[src/rtl/simd_product_accumulator.sv]
// simd_product_accumulator: sums BEATS packed product vectors per lane and
// presents the per-lane sums with sticky carry-out flags over valid/ready.
module simd_product_accumulator #(
    parameter int unsigned LANES  = 4,
    parameter int unsigned PROD_W = 8,
    parameter int unsigned ACC_W  = 16,
    parameter int unsigned BEATS  = 4
) (
    input  logic                      CLK,
    input  logic                      nrst,
    input  logic                      in_valid,
    output logic                      in_ready,
    input  logic [LANES*PROD_W-1:0]   in_prod,
    output logic                      out_valid,
    input  logic                      out_ready,
    output logic [LANES*ACC_W-1:0]    out_acc,
    output logic [LANES-1:0]          out_ovf
);

    localparam int unsigned CNT_W = (BEATS > 1) ? $clog2(BEATS) : 1;

    typedef enum logic {
        S_ACCUM = 1'b0,
        S_HOLD  = 1'b1
    } state_t;

    state_t                       state;
    state_t                       state_nx;
    logic                         in_ready_nx;
    logic                         out_valid_nx;
    logic [CNT_W-1:0]             cnt;
    logic                         accept;
    logic                         last_beat;
    logic [LANES-1:0][ACC_W-1:0]  acc;
    logic [LANES-1:0][ACC_W:0]    sum_c;
    logic [LANES-1:0][ACC_W-1:0]  prod_ext;

    // in_ready is a flop that mirrors the ACCUM state, so accept has no path from out_ready
    assign accept    = in_valid & in_ready;
    assign last_beat = (cnt == CNT_W'(BEATS - 1));
    assign out_acc   = acc;

    // State register with the registered handshake outputs
    always_ff @(posedge CLK or negedge nrst) begin
        if (!nrst) begin
            state     <= S_ACCUM;
            in_ready  <= 1'b1;
            out_valid <= 1'b0;
        end else begin
            state     <= state_nx;
            in_ready  <= in_ready_nx;
            out_valid <= out_valid_nx;
        end
    end

    // Next-state: close a set on its last accepted beat, release once the consumer takes it
    always_comb begin
        state_nx = state;
        case (state)
            S_ACCUM: if (accept && last_beat) state_nx = S_HOLD;
            S_HOLD:  if (out_ready)           state_nx = S_ACCUM;
            default: state_nx = S_ACCUM;
        endcase
    end

    // Output decode of the upcoming state, captured by the state register
    always_comb begin
        in_ready_nx  = 1'b0;
        out_valid_nx = 1'b0;
        if (state_nx == S_ACCUM) in_ready_nx  = 1'b1;
        if (state_nx == S_HOLD)  out_valid_nx = 1'b1;
    end

    // Beat counter within the current set
    always_ff @(posedge CLK or negedge nrst) begin
        if (!nrst) begin
            cnt <= '0;
        end else if (accept) begin
            cnt <= last_beat ? '0 : cnt + CNT_W'(1);
        end
    end

    // Per-lane zero-extended product and carry-out-capturing sum
    always_comb begin
        for (int i = 0; i < LANES; i++) begin
            prod_ext[i] = ACC_W'(in_prod[i*PROD_W +: PROD_W]);
            sum_c[i]    = {1'b0, acc[i]} + {1'b0, prod_ext[i]};
        end
    end

    // Accumulators and sticky overflow: beat 0 restarts the lane, later beats add and wrap
    always_ff @(posedge CLK or negedge nrst) begin
        if (!nrst) begin
            acc     <= '0;
            out_ovf <= '0;
        end else if (accept) begin
            for (int i = 0; i < LANES; i++) begin
                if (cnt == '0) begin
                    acc[i]     <= prod_ext[i];
                    out_ovf[i] <= 1'b0;
                end else begin
                    acc[i]     <= sum_c[i][ACC_W-1:0];
                    out_ovf[i] <= out_ovf[i] | sum_c[i][ACC_W];
                end
            end
        end
    end

endmodule

[config.mk]
export PLATFORM = sky130hd
export DESIGN_NAME = simd_product_accumulator
export DESIGN_NICKNAME = d
export VERILOG_FILES = /design/src/rtl/simd_product_accumulator.sv
export SDC_FILE = /design/constraint.sdc
export NUM_CORES = 1
export LEC_CHECK = 0
export CAP_MARGIN = 20
export CORE_MARGIN = 5
export CORE_UTILIZATION = 28
export DETAILED_ROUTE_END_ITERATION = 8
export GPL_TIMING_DRIVEN = 0
export PLACE_DENSITY = 0.47
export SLEW_MARGIN = 20
export SYNTH_ARGS = -nofsm -noshare
export SYNTH_HDL_FRONTEND = slang
export SYNTH_SLANG_ARGS = --single-unit
[constraint.sdc]
create_clock -name CLK -period 3.6 [get_ports CLK]
set_input_delay 0.36 -clock CLK [delete_from_list [all_inputs] [get_ports CLK]]
set_output_delay 0.36 -clock CLK [all_outputs]
set_load 0.01 [all_outputs]
Yosys cells after proc, flatten, opt, wreduce, memory -nomap -nowiden
Index checks and enable logic that the tools add are counted.
Widths: inputs -> output; s select.

storage, ports and cells
  latch bits = 0
  memories = 0
  register bits after elaboration = 73
  output and inout port bits = 70
  bits in read-only memories = 0
  memory bits (writable) = 0
  input port bits = 36

cells by class
  reduce and logical (&&, ||, !) cells = 2
  $add $sub $neg = 5
  $lt $le $gt $ge = 0
  div/mod/pow operators = 0
  mux-type cells = 14
  eq/ne operators = 1
  multipliers = 0
  bitwise logic cells = 6
  shifts and indexed selects = 0

operator list
  operator             count
  $add 16x8->17        4
  $mux 16              4
  $mux 1               8
  $or 1x1->1           4
  $add 2x1->2 const B  1
  $eq 2x2->1 const B   1
  $logic_not 2->1      1
  $mux 2               1
  $pmux 1 s2           1
  $and 1x1->1          1
  $logic_and 1x1->1    1
  $not 1->1            1

Depth between registers and ports, before layout
Gate-level depths: netlist of run 1.

  depth after elaboration = 5
  gate-level depth with buffers = 8
  depth with buffers taken out = 8

Worst setup path after synthesis of run 1
Ideal clock, no wire load.

  kind = reg-to-reg
  start point = register acc, in the netlist out_acc[48]
  end point = register acc, in the netlist out_acc[58]
  setup slack = 1.412 ns
  setup time = 0.123 ns
  arrival time = 2.065 ns
  path buffers = 0
  required time = 3.477 ns
  cell stages (with the launch flop) = 9
  cell sequence = dfrtp_1 -> ha_1 -> fa_1 -> a21o_1 -> a21oi_1 -> o21ai_1 -> a31oi_1 -> nor2b_1 -> o221a_2

between the ends
  cells in the longest elaborated chain, start to end = 2

ends and longest elaborated chain
  what                             RTL line  RTL
  start, declared                  34        logic [LANES-1:0][ACC_W-1:0] acc;
  start signal, assigned by index  99        acc[i] <= prod_ext[i];
  start signal, assigned by index  102       acc[i] <= sum_c[i][ACC_W-1:0];
  $add 16x8->17                    87        sum_c[i] = {1'b0, acc[i]} + {1'b0, prod_ext[i]};
  $mux 16                          98        if (cnt == '0) begin

Every way passes these cells.
A chain may end at the register's enable or synchronous reset.

Final worst setup path of run 1
  start point = register cnt[0]
  end point = register acc, in the netlist out_acc[12]

between the ends
  cells in the longest elaborated chain, start to end = 2

ends and longest elaborated chain
  what                    RTL line  RTL
  start, declared         31        logic [CNT_W-1:0] cnt;
  start signal, assigned  79        cnt <= last_beat ? '0 : cnt + CNT_W'(1);
  $logic_not 2->1         98
  $mux 16                 98

Every way passes these cells.

==> flow_summary_export.csv, run 1 <==
group,metric,value,unit
run_status,status,"complete, no violations",
power_and_ir_drop,comb_power_share,55.7,%
worst_setup_path,path_common_cell,"clkbuf_1",
power_and_ir_drop,clkPwrFrac,19.9,%
place,dpl_cell_area,6210,um^2
cts,cts_tree,"done",
routing,vias_per_cell,4.98,
worst_setup_path,cp-startpoint,"cnt[0]",
power_and_ir_drop,intPower,0.00329,W
cts,clock_latency,0.34,ns
cts,cts_max_path_buffers,2,
yosys,synth_edf_count,0,
worst_setup_path,cp.depth,7,
finish,drive_gt1_share,5.78,%
yosys,synth_top_area_cell,"dfrtp_1",
worst_setup_path,r2r_cells,7,
grt,grt_max_degree,52,
worst_setup_path,critPathBufInv,4,
cts,cts.sinks,72,
cts,clkTransAtPathRegs,0.06,ns
cts,postCtsSetupBuffers,0,
timing,drv_slew,0,
routing,drc,0,
yosys,async_flop_share,100,%
worst_setup_path,cp_max_fo,10,
floorplan,num_rows,48,
timing,worstMarginPinSlew,1.05,ns
grt,grt_pass1_vias,4519,
finish,regArea,1800,um^2
worst_setup_path,critPathTopFamily,"buffers and inverters",
finish,finish.instance_area,6590,um^2
floorplan,ioPinCount,106,
grt,grt.total_usage,16.0,%
worst_setup_path,path_cells,"inv_1 -> ha_1 -> clkbuf_1 -> clkbuf_1 -> clkbuf_1 -> o21ai_0 -> o221a_2",
yosys,postSynthAreaPerCell,8.80,um^2
cts,htreeDepth,3,
hold_path,worstHoldPathType,"input pin to async pin",
worst_setup_path,r2r_end,"out_acc[12]",
yosys,ys_seq_area_share,37.1,%
grt,grt_pass1_wl,25.1,mm
floorplan,fp.coreArea,17200,um^2
timing,finalHoldViolations,0,
routing,totalWireLength,15.6,mm
cts,clockRootBuffer,"clkbuf_16",
routing,firstDrtPassIters,4,
worst_setup_path,r2r_start,"cnt[0]",
routing,wl_per_cell,17.3,um
worst_setup_path,crit_type,"flip-flop to flip-flop",
floorplan,fp.dieH,142,um
worst_setup_path,cp.required,3.83,ns
worst_setup_path,startpoint_type,"flip-flop",
worst_setup_path,arrival,2.80,ns
power_and_ir_drop,p_per_area,866,nW/um^2
finish,final_net_count,744,
worst_setup_path,r2r_slack,1.04,ns
yosys,ys_top_cells_by_area,"dfrtp_1, ha_1, o21ai_0",
timing,layout_min_cycle_time,2.56,ns
yosys,synth_warnings,0,
yosys,syn-num-nets,626,
finish,multi_input_area,2890,um^2
finish,fillers,1736,
timing,setup_viol,0,
timing,fin_crit_sh,71.2,%
timing,max_slew_margin,29.9,%
routing,vias,4481,
worst_setup_path,worstSetupEndpointType,"flip-flop",
cts,cts_made_buffers,9,
floorplan,die_w,142,um
routing,ant_nets,0,
finish,syn_to_final_growth,35.8,%
timing,fin_skew,0.00588,ns
worst_setup_path,critPathSlowestCell,"clkbuf_1",
timing,rsz0062_at_grt,"false",
timing,fin_tns_setup,0,ns
place,dp_hpwl,11.4,mm
finish,antenna_cells,0,
grt,antenna_found_initial,0,
grt,gr-total-overflow,0,
run,drv_cap,0,
place,gp_congestion,0.794,
power_and_ir_drop,p_leak,2.79,nW
yosys,synth.ff_latch_count,72,
worst_setup_path,max_stage_delay,0.62,ns
timing,fmax,0.390,GHz
yosys,netlist_area,4860,um^2
worst_setup_path,cp-endpoint,"out_acc[12]",
yosys,synth_cell_type_count,61,
power_and_ir_drop,switchingPower,0.00242,W
yosys,netlist.area_leader.share,36.6,%
floorplan,start_util,28.3,%
routing,detail_route.iter0.violations,198,
yosys,synthFlopType,"dfrtp_1",
place,port_buffers,105,
yosys,syn_inst,552,
power_and_ir_drop,ir_drop,0.292,mV
power_and_ir_drop,switching_share,42.4,%
floorplan,fp.dieArea,20100,um^2
power_and_ir_drop,seq_power_share,24.4,%
==> Yosys cell counts, drive strengths merged (2+ instances only) <==
cell type  number
dfrtp          71
nand2          67
o21ai          65
a21oi          48
nor2           46
ha             34
mux2i          21
clkbuf         20
inv            14
xnor2          13
xor2           13
a31oi          11
o21a           11
a21o           10
and3           10
nor3           10
a211oi          9
buf             7
nand3           6
nand4           6
o211ai          6
a21boi          5
fa              4
nand2b          4
nor2b           4
o21bai          4
or3             4
and2            3
o22ai           3
a211o           2
a41o            2
o221a           2
o31ai           2
or2             2
==> sequential cells by signal, indices dropped and copies added (netlist names) <==
register and count:
out_acc 64, out_ovf 4, cnt 2, in_ready 1, out_valid 1
==> power groups by stage <==
stage	clock [W]	combinational [W]	sequential [W]
4_1_cts	0.00116	0.00322	0.00140
2_1_floorplan	0	0.00188	0.00148
6_report	0.00114	0.00318	0.00139
5_1_grt	0.00119	0.00356	0.00145
3_5_place_dp	0	0.00320	0.00141
3_3_place_gp	0	0.00315	0.00141
==> worst min-delay path by stage <==
stage                     start           to  slack [ns]  cells after the start
floorplan                  nrst       cnt[0]        0.06                      0
global placement    out_acc[48]  out_acc[48]        0.49                      2
detailed placement         nrst  out_acc[19]        0.29                      1
CTS                        nrst  out_acc[19]        0.47                      2
global route               nrst  out_acc[18]        0.50                      2
finish                     nrst  out_acc[18]        0.46                      2
==> layout by cell type (no fill, tap or decap), drive strengths merged, types with 14 or more instances in the layout <==
cell type,count
inv,14
o21ai,65
clkbuf,29
mux2i,21
dfrtp,71
ha,34
nand2,67
a21oi,48
nor2,46
clkdlybuf4s50,104
==> through the flow <==
stage | power (W) | utilization, % | hold WS [ns] | setup slack (ns) | std cells
2_1_floorplan | 0.00336 | - | 0.0644 | 1.41 | 552
3_3_place_gp | 0.00455 | 36.0 | 0.490 | -0.730 | 882
3_5_place_dp | 0.00461 | 36.2 | 0.291 | 0.775 | 883
4_1_cts | 0.00577 | 38.4 | 0.465 | 1.03 | 900
5_1_grt | 0.00620 | 38.4 | 0.503 | 0.841 | 900
6_report | 0.00571 | 38.4 | 0.461 | 1.04 | 900
==> cells by family after synthesis <==
| logic type | synth area share (%) |
|---|---|
| xor+xnor | 4.69 |
| mux | 4.33 |
| simple gates | 15.6 |
| flops | 37.1 |
| buf+inv | 3.40 |
| compound gates | 24.4 |
| fa+ha+maj | 10.4 |
==> cell type report <==
type	instances	share of cell area, %
Multi-Input combinational cell	439	43.8
Sequential cell	72	27.3
Timing Repair Buffer	107	16.5
Tap cell	225	4.27
Clock buffer	9	3.42
Clock inverter	7	2.18
Buffer	27	1.71
Inverter	14	0.797
==> metal layers <==
layer	track usage [%]	part of all wire, %	vias to the layer above
met5	0	0	-
met4	5.05	1.4	0
met3	2.56	4.6	12
met2	26.2	47	94
met1	21.5	47	2145
li1	-	-	2230
==> timing repair <==
item	4_1_cts	5_1_grt
hold endpoints to repair	21	0
gates resized for setup	0	0
hold buffers	1	0
Power figures use the tool's default switching activity.
==> inputs of run 2 (changes only) <==
- PLACE_DENSITY: 0.47 -> 0.49
- clock period: 3.6 -> 2.2 ns (I/O delays scaled with it)
==> run 2 against run 1 <==
Against the previous run:
- routed wire length is 2.8% higher
- first-iteration DRC count is 7.1% higher
- die area stayed put
- setup slack worse by 0.95 ns
- sequential share of layout area is 0.44 points lower
- global-route usage is 0.066 points lower
- sequential power is 65% higher
- register-to-register slack worse by 0.95 ns
- via count is 2.2% higher
- critical path type unchanged
- critical endpoint is now out_acc[26]
==> flow_summary_export.csv, run 2 (synthesized netlist as in run 1, its figures left out) <==
group,metric,value,unit
run_status,status,"complete, no violations",
finish,final_net_count,748,
worst_setup_path,critPathSlowestCell,"fa_2",
cts,cts.sinks,72,
grt,grt_pass1_vias,4533,
power_and_ir_drop,ir_drop,0.461,mV
power_and_ir_drop,p_per_area,1400,nW/um^2
worst_setup_path,arrival,2.31,ns
routing,drc,0,
floorplan,die_w,142,um
routing,vias,4578,
finish,fillers,1762,
floorplan,fp.dieArea,20100,um^2
cts,clockRootBuffer,"clkbuf_16",
routing,vias_per_cell,5.06,
timing,drv_slew,0,
worst_setup_path,crit_type,"flip-flop to flip-flop",
finish,multi_input_area,3010,um^2
routing,wl_per_cell,17.7,um
cts,clock_latency,0.35,ns
finish,fin_cells,904,
timing,fin_crit_sh,96.2,%
routing,detail_route.iter0.violations,212,
worst_setup_path,max_stage_delay,0.41,ns
power_and_ir_drop,intPower,0.00530,W
timing,setup_viol,0,
cts,cts_made_buffers,9,
timing,whs,0.351,ns
finish,drive_gt1_share,9.87,%
timing,fin_ws,0.0835,ns
floorplan,start_util,28.3,%
power_and_ir_drop,switching_share,43.5,%
finish,layout_commonest_cell,"clkdlybuf4s50_1",
hold_path,worstHoldPathType,"input pin to async pin",
place,dp_slack,-0.475,ns
grt,grt.total_usage,15.9,%
power_and_ir_drop,switchingPower,0.00408,W
worst_setup_path,startpoint_type,"flip-flop",
power_and_ir_drop,comb_power_share,58.9,%
timing,layout_min_cycle_time,2.12,ns
routing,ant_nets,0,
power_and_ir_drop,seq_power_share,24.4,%
grt,grt_pass1_wl,25.0,mm
finish,antenna_cells,0,
routing,totalWireLength,16.0,mm
finish,final_cell_mix,"clkdlybuf4s50_1, dfrtp_1, nand2_1",
power_and_ir_drop,p_leak,2.82,nW
routing,firstDrtPassIters,4,
finish,syn_to_final_growth,38.0,%
cts,cts_max_path_buffers,2,
worst_setup_path,path_cells,"ha_2 -> fa_2 -> a211oi_2 -> o21bai_2 -> a2bb2oi_2 -> and3_4 -> nand2_1 -> o311ai_2",
floorplan,fp.dieH,142,um
timing,max_slew_margin,51.7,%
timing,fin_skew,0.00743,ns
place,gp_congestion,0.802,
finish,largest_reg_flops,64,
grt,antenna_found_initial,0,
cts,htreeDepth,3,
cts,cts_tree,"done",
grt,grt_max_degree,45,
timing,worstMarginPinSlew,0.725,ns
floorplan,fp.coreArea,17200,um^2
place,dp_hpwl,11.5,mm
worst_setup_path,cp_max_fo,6,
floorplan,num_rows,48,
place,dp_cells,883,
timing,finalHoldViolations,0,
grt,gr-total-overflow,0,
run,drv_cap,0,
timing,fmax,0.472,GHz
worst_setup_path,worstSetupEndpointType,"flip-flop",
cts,clkTransAtPathRegs,0.06,ns
floorplan,ioPinCount,106,
finish,regArea,1800,um^2
power_and_ir_drop,clkPwrFrac,16.6,%
place,port_buffers,105,
worst_setup_path,cp.required,2.40,ns
## run 2: repair_timing
item,in CTS,in global routing
hold buffers,1,0
setup endpoints to repair,32,33
gates cloned,0,0
pin swaps,3,15
gates resized for setup,14,23
buffers inserted,2,3
hold endpoints to repair,27,0
## run 2: worst paths after layout
kind                        startpoint           to  slack, ns  depth (start not counted)
min                               nrst  out_acc[21]       0.35                          2
max reg2reg                out_acc[16]  out_acc[26]       0.08                          8
max in group asynchronous         nrst   out_ovf[0]       1.26                          3
max                        out_acc[16]  out_acc[26]       0.08                          8
min in group CLK             out_ready    out_valid       0.47                          2
min reg2reg                  out_valid    out_valid       0.49                          1
## run 2: final cells by class
cell class / count / area share [%]
inverters: 14 / 0.784
clock buffers: 13 / 4.03
clock inverters: 3 / 0.597
plain buffers: 26 / 1.81
multi-input cells: 439 / 44.9
repair buffers: 112 / 16.8
flip-flops and latches: 72 / 26.9
well taps: 225 / 4.20
## run 2: through the flow
| stage | instance area (um^2) | power, W | util, % | TNS (ns) |
|---|---|---|---|---|
| floorplan | 4860 | 0.00549 | - | 0 |
| global placement | 6190 | 0.00743 | 36.0 | -150.47 |
| detailed placement | 6210 | 0.00755 | 36.2 | -11.55 |
| global route | 6700 | 0.0101 | 39.0 | -0.0137 |
| CTS | 6600 | 0.00926 | 38.4 | 0 |
| finish | 6700 | 0.00939 | 39.0 | 0 |
## run 2: per-layer routing
metal / vias to the layer above / GRT usage, % / routed length, um
li1: 2235 / - / -
met1: 2240 / 21.1 / 7460
met2: 92 / 26.2 / 7580
met3: 11 / 3.40 / 745
met4: 0 / 4.19 / 193
met5: - / 0 / 0
## run 2: power by group through the flow
stage / Clock [W] / Combinational, W / Sequential [W]
final: 0.00156 / 0.00553 / 0.00229
after global routing: 0.00167 / 0.00609 / 0.00237
after CTS: 0.00160 / 0.00537 / 0.00230
after detailed placement: 0 / 0.00523 / 0.00231
after global placement: 0 / 0.00513 / 0.00230
after floorplan: 0 / 0.00308 / 0.00242
## run 2: critical path, delay by kind of cell, from the launching register on
family / cells / cell delay, ns
AOI/OAI and AO/OA: 4 / 0.66
adders and majority gates: 2 / 0.62
DFF: 1 / 0.40
and+or+nand+nor: 2 / 0.29
==> inputs of run 3 (changes only) <==
- PLACE_DENSITY: 0.49 -> 0.47
- SLEW_MARGIN: 20 -> unset
- clock period: 2.2 -> 2.7 ns (I/O delays scaled with it)
==> run 3 against run 2 <==
Against the previous run:
- combinational power down 23%
- fmax shrank 13%
- non-clock buffer count fell by 4
- highest routed layer unchanged
- largest cell class unchanged
==> flow_summary_export.csv, run 3 (synthesized netlist as in run 1, its figures left out) <==
group,metric,value,unit
run_status,status,"complete, no violations",
place,port_buffers,105,
cts,postCtsSetupBuffers,0,
grt,grt.total_usage,15.9,%
worst_setup_path,r2r_slack,0.28,ns
place,dp_cells,883,
timing,setup_viol,0,
grt,grt_pass1_wl,25.1,mm
cts,cts_max_path_buffers,2,
routing,vias,4476,
worst_setup_path,r2r_start,"out_acc[48]",
place,dpl_cell_area,6210,um^2
worst_setup_path,worstSetupEndpointType,"flip-flop",
power_and_ir_drop,p_per_area,1150,nW/um^2
timing,finalHoldViolations,0,
worst_setup_path,crit_type,"flip-flop to flip-flop",
cts,cts.sinks,72,
floorplan,start_util,28.3,%
finish,finish.instance_area,6600,um^2
power_and_ir_drop,p_leak,2.79,nW
worst_setup_path,startpoint_type,"flip-flop",
cts,cts_tree,"done",
worst_setup_path,r2r_end,"out_acc[58]",
timing,drv_slew,0,
finish,antenna_cells,0,
power_and_ir_drop,clkPwrFrac,19.8,%
routing,ant_nets,0,
cts,cts_made_buffers,9,
routing,totalWireLength,15.5,mm
worst_setup_path,arrival,2.65,ns
cts,clockRootBuffer,"clkbuf_16",
run,drv_cap,0,
finish,final_cell_mix,"clkdlybuf4s50_1, dfrtp_1, nand2_1",
timing,max_slew_margin,29.7,%
finish,fillers,1734,
routing,vias_per_cell,4.97,
power_and_ir_drop,switching_share,42.4,%
routing,detail_route.iter0.violations,212,
place,dp_hpwl,11.4,mm
finish,largest_reg_flops,64,
floorplan,fp.dieH,142,um
routing,firstDrtPassIters,4,
timing,fin_ws,0.279,ns
worst_setup_path,r2r_cells,8,
grt,grt_max_degree,64,
grt,grt_pass1_vias,4534,
power_and_ir_drop,ir_drop,0.461,mV
timing,worstMarginPinSlew,1.05,ns
hold_path,worstHoldPathType,"input pin to async pin",
cts,clock_latency,0.35,ns
grt,antenna_found_initial,0,
power_and_ir_drop,switchingPower,0.00322,W
floorplan,num_rows,48,
power_and_ir_drop,seq_power_share,24.6,%
place,gp_congestion,0.794,
worst_setup_path,cp-startpoint,"out_acc[48]",
timing,rsz0062_at_grt,"false",
cts,htreeDepth,3,
worst_setup_path,cp.required,2.93,ns
worst_setup_path,cp_max_fo,4,
finish,fin_cells,900,
floorplan,fp.dieArea,20100,um^2
finish,layout_commonest_cell,"clkdlybuf4s50_1",
finish,final_net_count,744,
power_and_ir_drop,intPower,0.00439,W
floorplan,die_w,142,um
worst_setup_path,cp-endpoint,"out_acc[58]",
routing,wl_per_cell,17.3,um
power_and_ir_drop,comb_power_share,55.7,%
floorplan,ioPinCount,106,
timing,layout_min_cycle_time,2.42,ns
timing,fin_crit_sh,89.7,%
cts,clkTransAtPathRegs,0.06,ns
timing,whs,0.305,ns
grt,gr-total-overflow,0,
finish,syn_to_final_growth,35.8,%
floorplan,fp.coreArea,17200,um^2
timing,fin_skew,0.0120,ns
place,dp_slack,-0.00876,ns
timing,fmax,0.413,GHz
finish,fin_util,38.4,%
finish,drive_gt1_share,5.93,%
routing,drc,0,
[run 3: cell types whose count changed in the layout (fill, tap and decap cells not counted), moves of 3 or more]
cell	previous run	this run
clkbuf_2	4	1
buf_4	5	1
buf_1	0	3
ha_2	4	0
ha_1	30	34
clkbuf_8	3	0
fa_2	3	0
bufinv_16	1	4
fa_1	1	4
o21ai_0	58	61
[run 3: layer usage]
layer  vias up  routed length, um  share of wire, %  GRT usage, %
met3        11                632               4.1          2.56
li1       2226                  -                 -             -
met2        90               7230                47          25.7
met5         -                  0                 0             0
met1      2149               7470                48          21.7
met4         0                204               1.3          5.30
[run 3: layout make-up]
cell class,instances,area [um^2],area share (%)
Clock inverter,7,144,2.18
Clock buffer,9,225,3.41
Timing Repair Buffer,107,1090,16.5
Sequential cell,72,1800,27.3
Tap cell,225,282,4.27
Multi-Input combinational cell,439,2890,43.8
Inverter,14,52.6,0.797
Buffer,27,114,1.73
[run 3: worst min-delay path by stage]
stage	endpoint	start	depth (start not counted)
floorplan	cnt[0]	nrst	0
global placement	out_acc[48]	out_acc[48]	2
detailed placement	out_acc[18]	nrst	1
CTS	out_acc[18]	nrst	2
global route	out_acc[18]	nrst	2
finish	out_acc[18]	nrst	2
[run 3: worst max-delay path, cell delays in order (launching register included)]
cell and delay, ns:
dfrtp_1 0.39, ha_1 0.24, fa_1 0.42, a21o_1 0.19, a21oi_1 0.21, o21ai_1 0.18, a31oi_1 0.34, nor2b_1 0.09
o221a_2 0.25
[run 3: power by group through the flow]
stage,clock [W],sequential [W],combinational [W]
global placement,0,0.00187,0.00419
detailed placement,0,0.00189,0.00426
global route,0.00157,0.00194,0.00475
CTS,0.00154,0.00187,0.00428
floorplan,0,0.00197,0.00251
finish,0.00150,0.00187,0.00424
[run 3: timing repair]
action	in CTS	in global routing
resized for setup	0	2
endpoints found under the setup margin	0	3
hold buffers	1	0
hold endpoints to repair	9	0
[run 3: metrics by stage]
step                      power (W)  TNS [ns]
after floorplan             0.00448         0
after global placement      0.00607   -109.35
after detailed placement    0.00615  -0.00876
after CTS                   0.00770         0
after global routing        0.00825         0
final                       0.00761         0
